### src/rtl/jk_ms_pkg.sv
`default_nettype none
// ============================================================================
//  Module      : jk_ms_pkg
//  Description : Shared definitions for the master-slave JK register bank:
//                cell mode encodings and slave-transfer mode constants.
//  Revision    : 1.0 - initial release
// ============================================================================
package jk_ms_pkg;

   // Per-bank cell behaviour, sampled together with en
   localparam logic [1:0] MODE_JK = 2'b00;
   localparam logic [1:0] MODE_T  = 2'b01;
   localparam logic [1:0] MODE_D  = 2'b10;
   localparam logic [1:0] MODE_SR = 2'b11;

   // Slave-stage transfer policy
   localparam int CM_PIPE   = 0;  // slave follows master every cycle
   localparam int CM_COMMIT = 1;  // slave updates only on commit

endpackage : jk_ms_pkg
`default_nettype wire

### src/rtl/jk_ms_next_state.sv
`default_nettype none
// ============================================================================
//  Module      : jk_ms_next_state
//  Description : Combinational next-state of one storage cell.
//  Ports       : mode       - cell behaviour (JK / T / D / SR)
//                j, k       - J/T/D/S and K/R inputs
//                cur        - present master value of the cell
//                nxt        - next master value if the cell is enabled
//                sr_illegal - S=R=1 presented while in SR mode
//  Revision    : 1.0 - initial release
// ============================================================================
module jk_ms_next_state
   import jk_ms_pkg::*;
(
   input  logic [1:0] mode,
   input  logic       j,
   input  logic       k,
   input  logic       cur,
   output logic       nxt,
   output logic       sr_illegal
);

   always_comb begin
      nxt        = cur;
      sr_illegal = 1'b0;
      case (mode)
         MODE_JK: begin
            case ({j, k})
               2'b01:   nxt = 1'b0;
               2'b10:   nxt = 1'b1;
               2'b11:   nxt = ~cur;
               default: nxt = cur;
            endcase
         end
         MODE_T:  nxt = cur ^ j;
         MODE_D:  nxt = j;
         default: begin  // MODE_SR
            case ({j, k})
               2'b10:   nxt = 1'b1;
               2'b01:   nxt = 1'b0;
               2'b11: begin
                  // Illegal combination: cell holds, caller records the error
                  nxt        = cur;
                  sr_illegal = 1'b1;
               end
               default: nxt = cur;
            endcase
         end
      endcase
   end

endmodule : jk_ms_next_state
`default_nettype wire

### src/rtl/jk_ms_register_bank.sv
`default_nettype none
// ============================================================================
//  Module      : jk_ms_register_bank
//  Description : Bank of WIDTH master-slave JK-style cells with selectable
//                JK/T/D/SR mode, parallel load, pipelined or commit-based
//                slave transfer, saturating change counter and sticky
//                illegal-SR flag.
//  Ports       : clk, rst          - clock, synchronous active-high reset
//                en, mode, j, k    - per-cycle master update controls
//                load, load_data   - parallel master load (beats en)
//                commit            - slave transfer request (commit mode)
//                err_clr           - clears sr_err
//                q, master_q       - slave (visible) and master values
//                pending           - master written since last transfer
//                sr_err            - sticky S=R=1 indicator
//                chg_cnt           - saturating count of changing transfers
//  Revision    : 1.0 - initial release
// ============================================================================
module jk_ms_register_bank
   import jk_ms_pkg::*;
#(
   parameter int               WIDTH       = 8,
   parameter int               COMMIT_MODE = 0,
   parameter logic [WIDTH-1:0] RST_VAL     = {WIDTH{1'b0}},
   parameter int               COUNT_W     = 8
)(
   input  logic               clk,
   input  logic               rst,
   input  logic               en,
   input  logic [1:0]         mode,
   input  logic [WIDTH-1:0]   j,
   input  logic [WIDTH-1:0]   k,
   input  logic               load,
   input  logic [WIDTH-1:0]   load_data,
   input  logic               commit,
   input  logic               err_clr,
   output logic [WIDTH-1:0]   q,
   output logic [WIDTH-1:0]   master_q,
   output logic               pending,
   output logic               sr_err,
   output logic [COUNT_W-1:0] chg_cnt
);

   localparam logic [COUNT_W-1:0] c_cnt_one = {{(COUNT_W-1){1'b0}}, 1'b1};
   localparam logic [COUNT_W-1:0] c_cnt_max = {COUNT_W{1'b1}};

   logic [WIDTH-1:0]   cell_nxt;
   logic [WIDTH-1:0]   cell_ill;

   logic [WIDTH-1:0]   master_d;
   logic [WIDTH-1:0]   slave_q,   slave_d;
   logic               pending_q, pending_d;
   logic               sr_err_q,  sr_err_d;
   logic [COUNT_W-1:0] chg_cnt_q, chg_cnt_d;
   logic               xfer;
   logic               sr_hit;

   generate
      for (genvar i = 0; i < WIDTH; i++) begin : g_cell
         jk_ms_next_state u_ns (
            .mode       (mode),
            .j          (j[i]),
            .k          (k[i]),
            .cur        (master_q[i]),
            .nxt        (cell_nxt[i]),
            .sr_illegal (cell_ill[i])
         );
      end
   endgenerate

   always_comb begin
      // In pipelined mode every cycle is a transfer and commit is a don't-care
      xfer = (COMMIT_MODE == CM_PIPE) ? 1'b1 : commit;

      master_d = master_q;
      if (load)
         master_d = load_data;
      else if (en)
         master_d = cell_nxt;

      // Transfers always see the pre-edge master value
      slave_d = xfer ? master_q : slave_q;

      // A write in the same cycle as a transfer leaves new data outstanding
      pending_d = pending_q;
      if (load || en)
         pending_d = 1'b1;
      else if (xfer)
         pending_d = 1'b0;

      // Illegal SR only counts when the en path is actually taken (load wins)
      sr_hit   = en && !load && (mode == MODE_SR) && (|cell_ill);
      sr_err_d = sr_err_q;
      if (sr_hit)
         sr_err_d = 1'b1;
      else if (err_clr)
         sr_err_d = 1'b0;

      chg_cnt_d = chg_cnt_q;
      if (xfer && (master_q != slave_q) && (chg_cnt_q != c_cnt_max))
         chg_cnt_d = chg_cnt_q + c_cnt_one;
   end

   always_ff @(posedge clk) begin
      if (rst) begin
         master_q  <= RST_VAL;
         slave_q   <= RST_VAL;
         pending_q <= 1'b0;
         sr_err_q  <= 1'b0;
         chg_cnt_q <= '0;
      end else begin
         master_q  <= master_d;
         slave_q   <= slave_d;
         pending_q <= pending_d;
         sr_err_q  <= sr_err_d;
         chg_cnt_q <= chg_cnt_d;
      end
   end

   assign q       = slave_q;
   assign pending = pending_q;
   assign sr_err  = sr_err_q;
   assign chg_cnt = chg_cnt_q;

endmodule : jk_ms_register_bank
`default_nettype wire
### config.mk
export PLATFORM = sky130hd
export DESIGN_NAME = jk_ms_register_bank
export DESIGN_NICKNAME = d
export VERILOG_FILES = /design/src/rtl/jk_ms_pkg.sv /design/src/rtl/jk_ms_next_state.sv /design/src/rtl/jk_ms_register_bank.sv
export SDC_FILE = /design/constraint.sdc
export NUM_CORES = 1
export LEC_CHECK = 0
export ABC_AREA = 0
export CORE_ASPECT_RATIO = 0.5
export CORE_MARGIN = 10
export CORE_UTILIZATION = 30
export CTS_BUF_LIST = sky130_fd_sc_hd__clkbuf_8
export DETAILED_ROUTE_END_ITERATION = 10
export PLACE_DENSITY_LB_ADDON = 0.12
export SLEW_MARGIN = 15
export SYNTH_ARGS = -nofsm -noshare
export SYNTH_HDL_FRONTEND = slang
export SYNTH_SLANG_ARGS = --single-unit
### constraint.sdc
create_clock -name clk -period 1.7 [get_ports clk]
set_input_delay 0.34 -clock clk [delete_from_list [all_inputs] [get_ports clk]]
set_output_delay 0.34 -clock clk [all_outputs]
set_load 0.005 [all_outputs]
# Yosys cells after proc, flatten, opt, wreduce, memory -nomap -nowiden
# Cells that the tools add are included.
# classes
add_sub_neg	1
n_mul	0
div_mod_pow	0
n_lt_le_gt_ge	0
eq_ne	37
shift	0
n_mux	45
bitwise	16
reduce_logical	27
# ops
cell	count
$pmux W1 S3	16
$reduce_bool A6 Y1	8
$eq A2 B2 Y1 const B	18
$ne A5 B2 Y1 const B	7
$reduce_and A3 Y1	8
$mux W1	19
$eq A2 B1 Y1 const B	9
$mux W8	2
$pmux W1 S2	8
$add A8 B1 Y8 const B	1
$ne A8 B8 Y1	1
$ne A8 B8 Y1 const B	1
$not A1 Y1	8
$reduce_or A8 Y1	1
$xor A1 B1 Y1	8
$ne A5 B3 Y1 const B	1
$logic_and A1 B1 Y1	4
$reduce_bool A2 Y1	2
$reduce_or A3 Y1	1
$logic_not A2 Y1	1
$logic_not A1 Y1	1
$logic_or A1 B1 Y1	1
# totals
register_bits	26
latchBits	0
ram_bits	0
romBits	0
in_bits	32
out_inout_bits	26
elab_cells	138
n_memories	0

# Longest topological paths before layout
# depth
ltp_word	6
depth_mapped	8
depth_no_buf	7

# Modules after synthesis
# From an unflattened synthesis, not the netlist that was laid out.
# unflattened
hier_cells	213
hier_area_um2	1905.6
# by_module_without_submodules
module	instances	cells_per_inst	area_each_um2	seq_area_each_um2
jk_ms_register_bank	1	133	1224.9	520.5
jk_ms_next_state	8	10	85.1	0.0

# Worst setup path after synthesis
# No wires, ideal clock.
# synth_timing
kind	input port to flip-flop
startpoint	in mode[0]
endpoint	reg master_q[5]
setup_time_ns	0.117
arrival_ns	1.532
required_ns	1.583
setup_slack_ns	0.050
path_stages	7
path_buffers	0
path_cell_list	inv_1 ha_1 nor2_1 a221oi_1 nor2_1 a41oi_1 a32o_1
# synth_via
elab_chain_cells	4
word_cells_on_any_way	9
classes_between	3 x eq/ne; 3 x mux; 3 x reduce/logical
# synth_lines
item	line_no	rtl
from (decl)	jk_ms_register_bank.sv:30	input logic [1:0] mode,
$eq A2 B2 Y1, or another cell as far along	jk_ms_next_state.sv:26	case (mode)
$pmux W1 S3	jk_ms_next_state.sv:26	
$mux W8	jk_ms_register_bank.sv:78	else if (en)
$mux W8	jk_ms_register_bank.sv:76	if (load)
to (signal assigned)	jk_ms_register_bank.sv:112	master_q <= master_d;
to (decl)	jk_ms_register_bank.sv:38	output logic [WIDTH-1:0] master_q,
# Several ways; a longest one is shown, not always the timed one. The select of a mux whose other input is x is not followed.
# A chain may end at the register's enable or synchronous reset.

# Final worst setup path
# layout_timing
startpoint	reg master_q[7]
endpoint	out master_q[7]
# No word-level cell between the ends.

==> flow_summary.toml <==
[clock_network]
cts_buffer_depth = 2
tritoncts = "done"
post_cts_buffers = 0
clockRootBuffer = "clkbuf_8"
htreeDepth = 1
cts_made_buffers = 3
holdBufCountCts = 0
clk_pin_slew_worst_paths_ns = 0.10
clock_latency_ns = 0.29
clock_sinks = 26

[placed_design]
gp_congestion = 0.841
dp.final_hpwl_mm = 5.11
port_buffers = 56
place_area_mm2 = 0.00302

[synth]
synth_edf_count = 0
syn_nets = 321
yosys_warnings = 0
avgSynthCellArea_um2 = 8.05
syn_inst = 259
syn-cell-area_mm2 = 0.00209
synth_seq_cells = 26
ys.flop_type = "dfxtp_1"
seq_area_frac_synth_pct = 25.0
ys_types = 40
async_flop_share_pct = 0

[setup_path]
crit_chain = "clkdlybuf4s50_1"
arrival_ns = 1.30
crit_path_max_incr_delay_ns = 0.56
required_ns = 1.36
worst_setup_path_start_kind = "flop"
critPathTopFamily = "buffers and inverters"
critPathKind = "flop to output port"
cp_max_fo = 5
crit_slowest_cell = "clkdlybuf4s50_1"
cp-end-kind = "output port"
critical_path_buf_inv_count = 1

[detailed_routing]
vias_per_cell = 4.83
drtPass1Iterations = 4
ant_nets = 0
post_drt_wl_per_cell_um = 14.6
drt_iter0_drc = 51
vias = 2115
routed_wl_mm = 6.39
drcViolationCount = 0

[run]
maxCapViolations = 0

[sta]
slew-limit-headroom_pct = 76.1
skew_ns = 0.00482
slew_viol_final = 0
rsz0062_at_grt = "no"
fmaxAchievable_mhz = 611
worst_pin_slew_ns = 0.358
period_minus_slack_ns = 1.64
finalSetupViolations = 0
final-hold-violation-count = 0
fin_crit_sh_pct = 96.3

[final_layout]
nets = 409
syn2layout_area_growth_pct = 54.4
finalInstanceArea_mm2 = 0.00322
fillerInstances = 689
final_util_pct = 47.9
antenna_cells = 0
final_cell_mix = "clkdlybuf4s50_1, buf_4, ha_1"
drive_above_1_share_pct = 23.4

[global_routing]
first_global_vias = 2244
grt_pass1_wl_mm = 10.5
antenna_found_initial = 0
gr-total-overflow = 0
grt_max_degree = 31
track_usage_pct = 11.8

[power_and_ir_drop]
p_per_area_mw_per_mm2 = 588
p_leak_uw = 0.00145
irDropWorstVdd_mv = 0.309

[floorplanning]
rows = 21
die_area_mm2 = 0.0109
die_w_um = 138
dieHeight_um = 79.0
pin_count = 58
placeableCoreArea_mm2 = 0.00673
start_util_pct = 31.0

[outcome]
status = "finished clean"

[hold_path]
hold_class = "flop to flop"
-- path summary, 6_finish.rpt --
kind | cells past startpoint | slack [ns] | startpoint | end
max | 1 | 0.06 | master_q[7] | master_q[7]
max reg2reg | 5 | 0.15 | master_q[0] | chg_cnt[0]
min | 2 | 0.50 | sr_err | sr_err
min reg2reg | 2 | 0.50 | sr_err | sr_err
-- sequential cells by signal, summed over array words and instances (netlist names) --
signal and count:
sr_err 1, chg_cnt 8, pending 1, q 8, master_q 8
-- cell families (layout without fill, tap and decap cells) --
| logic type | count (synthesis) | count (layout) | synth area share, % |
|---|---|---|---|
| simple gates | 83 | 83 | 20.0 |
| buf+inv | 43 | 130 | 9.18 |
| xor+xnor | 12 | 12 | 5.04 |
| fa+ha+maj | 30 | 30 | 18.0 |
| compound gates | 59 | 59 | 19.6 |
| mux | 6 | 6 | 3.18 |
| flops | 26 | 26 | 25.0 |
-- through the flow --
stage                     total power [uW]  worst slack (ns)  hold slack, ns  std cells  setup TNS [ns]
after floorplan                       1000            0.0504           0.456        259               0
after global placement                1320            -0.478           0.493        434           -3.82
after detailed placement              1340            -0.571           0.490        434           -4.31
after CTS                             1920           0.00940           0.517        438               0
after global routing                  2020           0.00126           0.570        438               0
final                                 1890            0.0630           0.503        438               0
-- where the power goes --
group          internal, uW  total [uW]  leakage (uW)  switching [uW]
combinational           360         648       0.00120             288
clock                   316         541     0.0000357             225
sequential              653         704      0.000215            51.2
-- synthesized netlist by cell type (all sizes together), types with 3 or more instances --
master | count | area [um2]
nor2 | 23 | 88.8
nand4 | 4 | 25.0
nor2b | 14 | 87.6
a221oi | 8 | 70.1
xnor2 | 8 | 70.1
nand2 | 18 | 70.1
ha | 30 | 375
nand3 | 3 | 15.0
nor3 | 9 | 45.0
a21o | 4 | 30.0
o21ai | 7 | 35.0
mux2 | 5 | 56.3
dfxtp | 26 | 521
buf | 9 | 63.8
clkbuf | 8 | 30.0
a21oi | 15 | 75.1
a22oi | 3 | 22.5
a31oi | 7 | 43.8
a211o | 3 | 26.3
inv | 26 | 97.6
nor4 | 4 | 25.0
xor2 | 4 | 35.0
-- per-layer routing --
metal  share of wire [%]  track usage [%]  up-vias
met2                  48             20.5       36
met3                 5.7             3.64        6
met4                 1.0             3.00        0
li1                    -                -     1077
met5                   0                0        -
met1                  45             13.7      996
-- layout make-up --
| class | instances | area (um2) | share of cell area (%) |
|---|---|---|---|
| Clock buffer | 3 | 41.3 | 1.28 |
| Clock inverter | 1 | 30.0 | 0.932 |
| Inverter | 26 | 97.6 | 3.03 |
| Multi-Input combinational cell | 190 | 1480 | 46.0 |
| Sequential cell | 26 | 526 | 16.3 |
| Tap cell | 92 | 115 | 3.57 |
| Timing Repair Buffer | 100 | 931 | 28.9 |
-- what timing repair did --
item                       CTS  global route
setup endpoints to repair    8            14
gates resized for setup     20            23
pin swaps                    8             4
No activity file was read; power rests on OpenSTA's default activity.
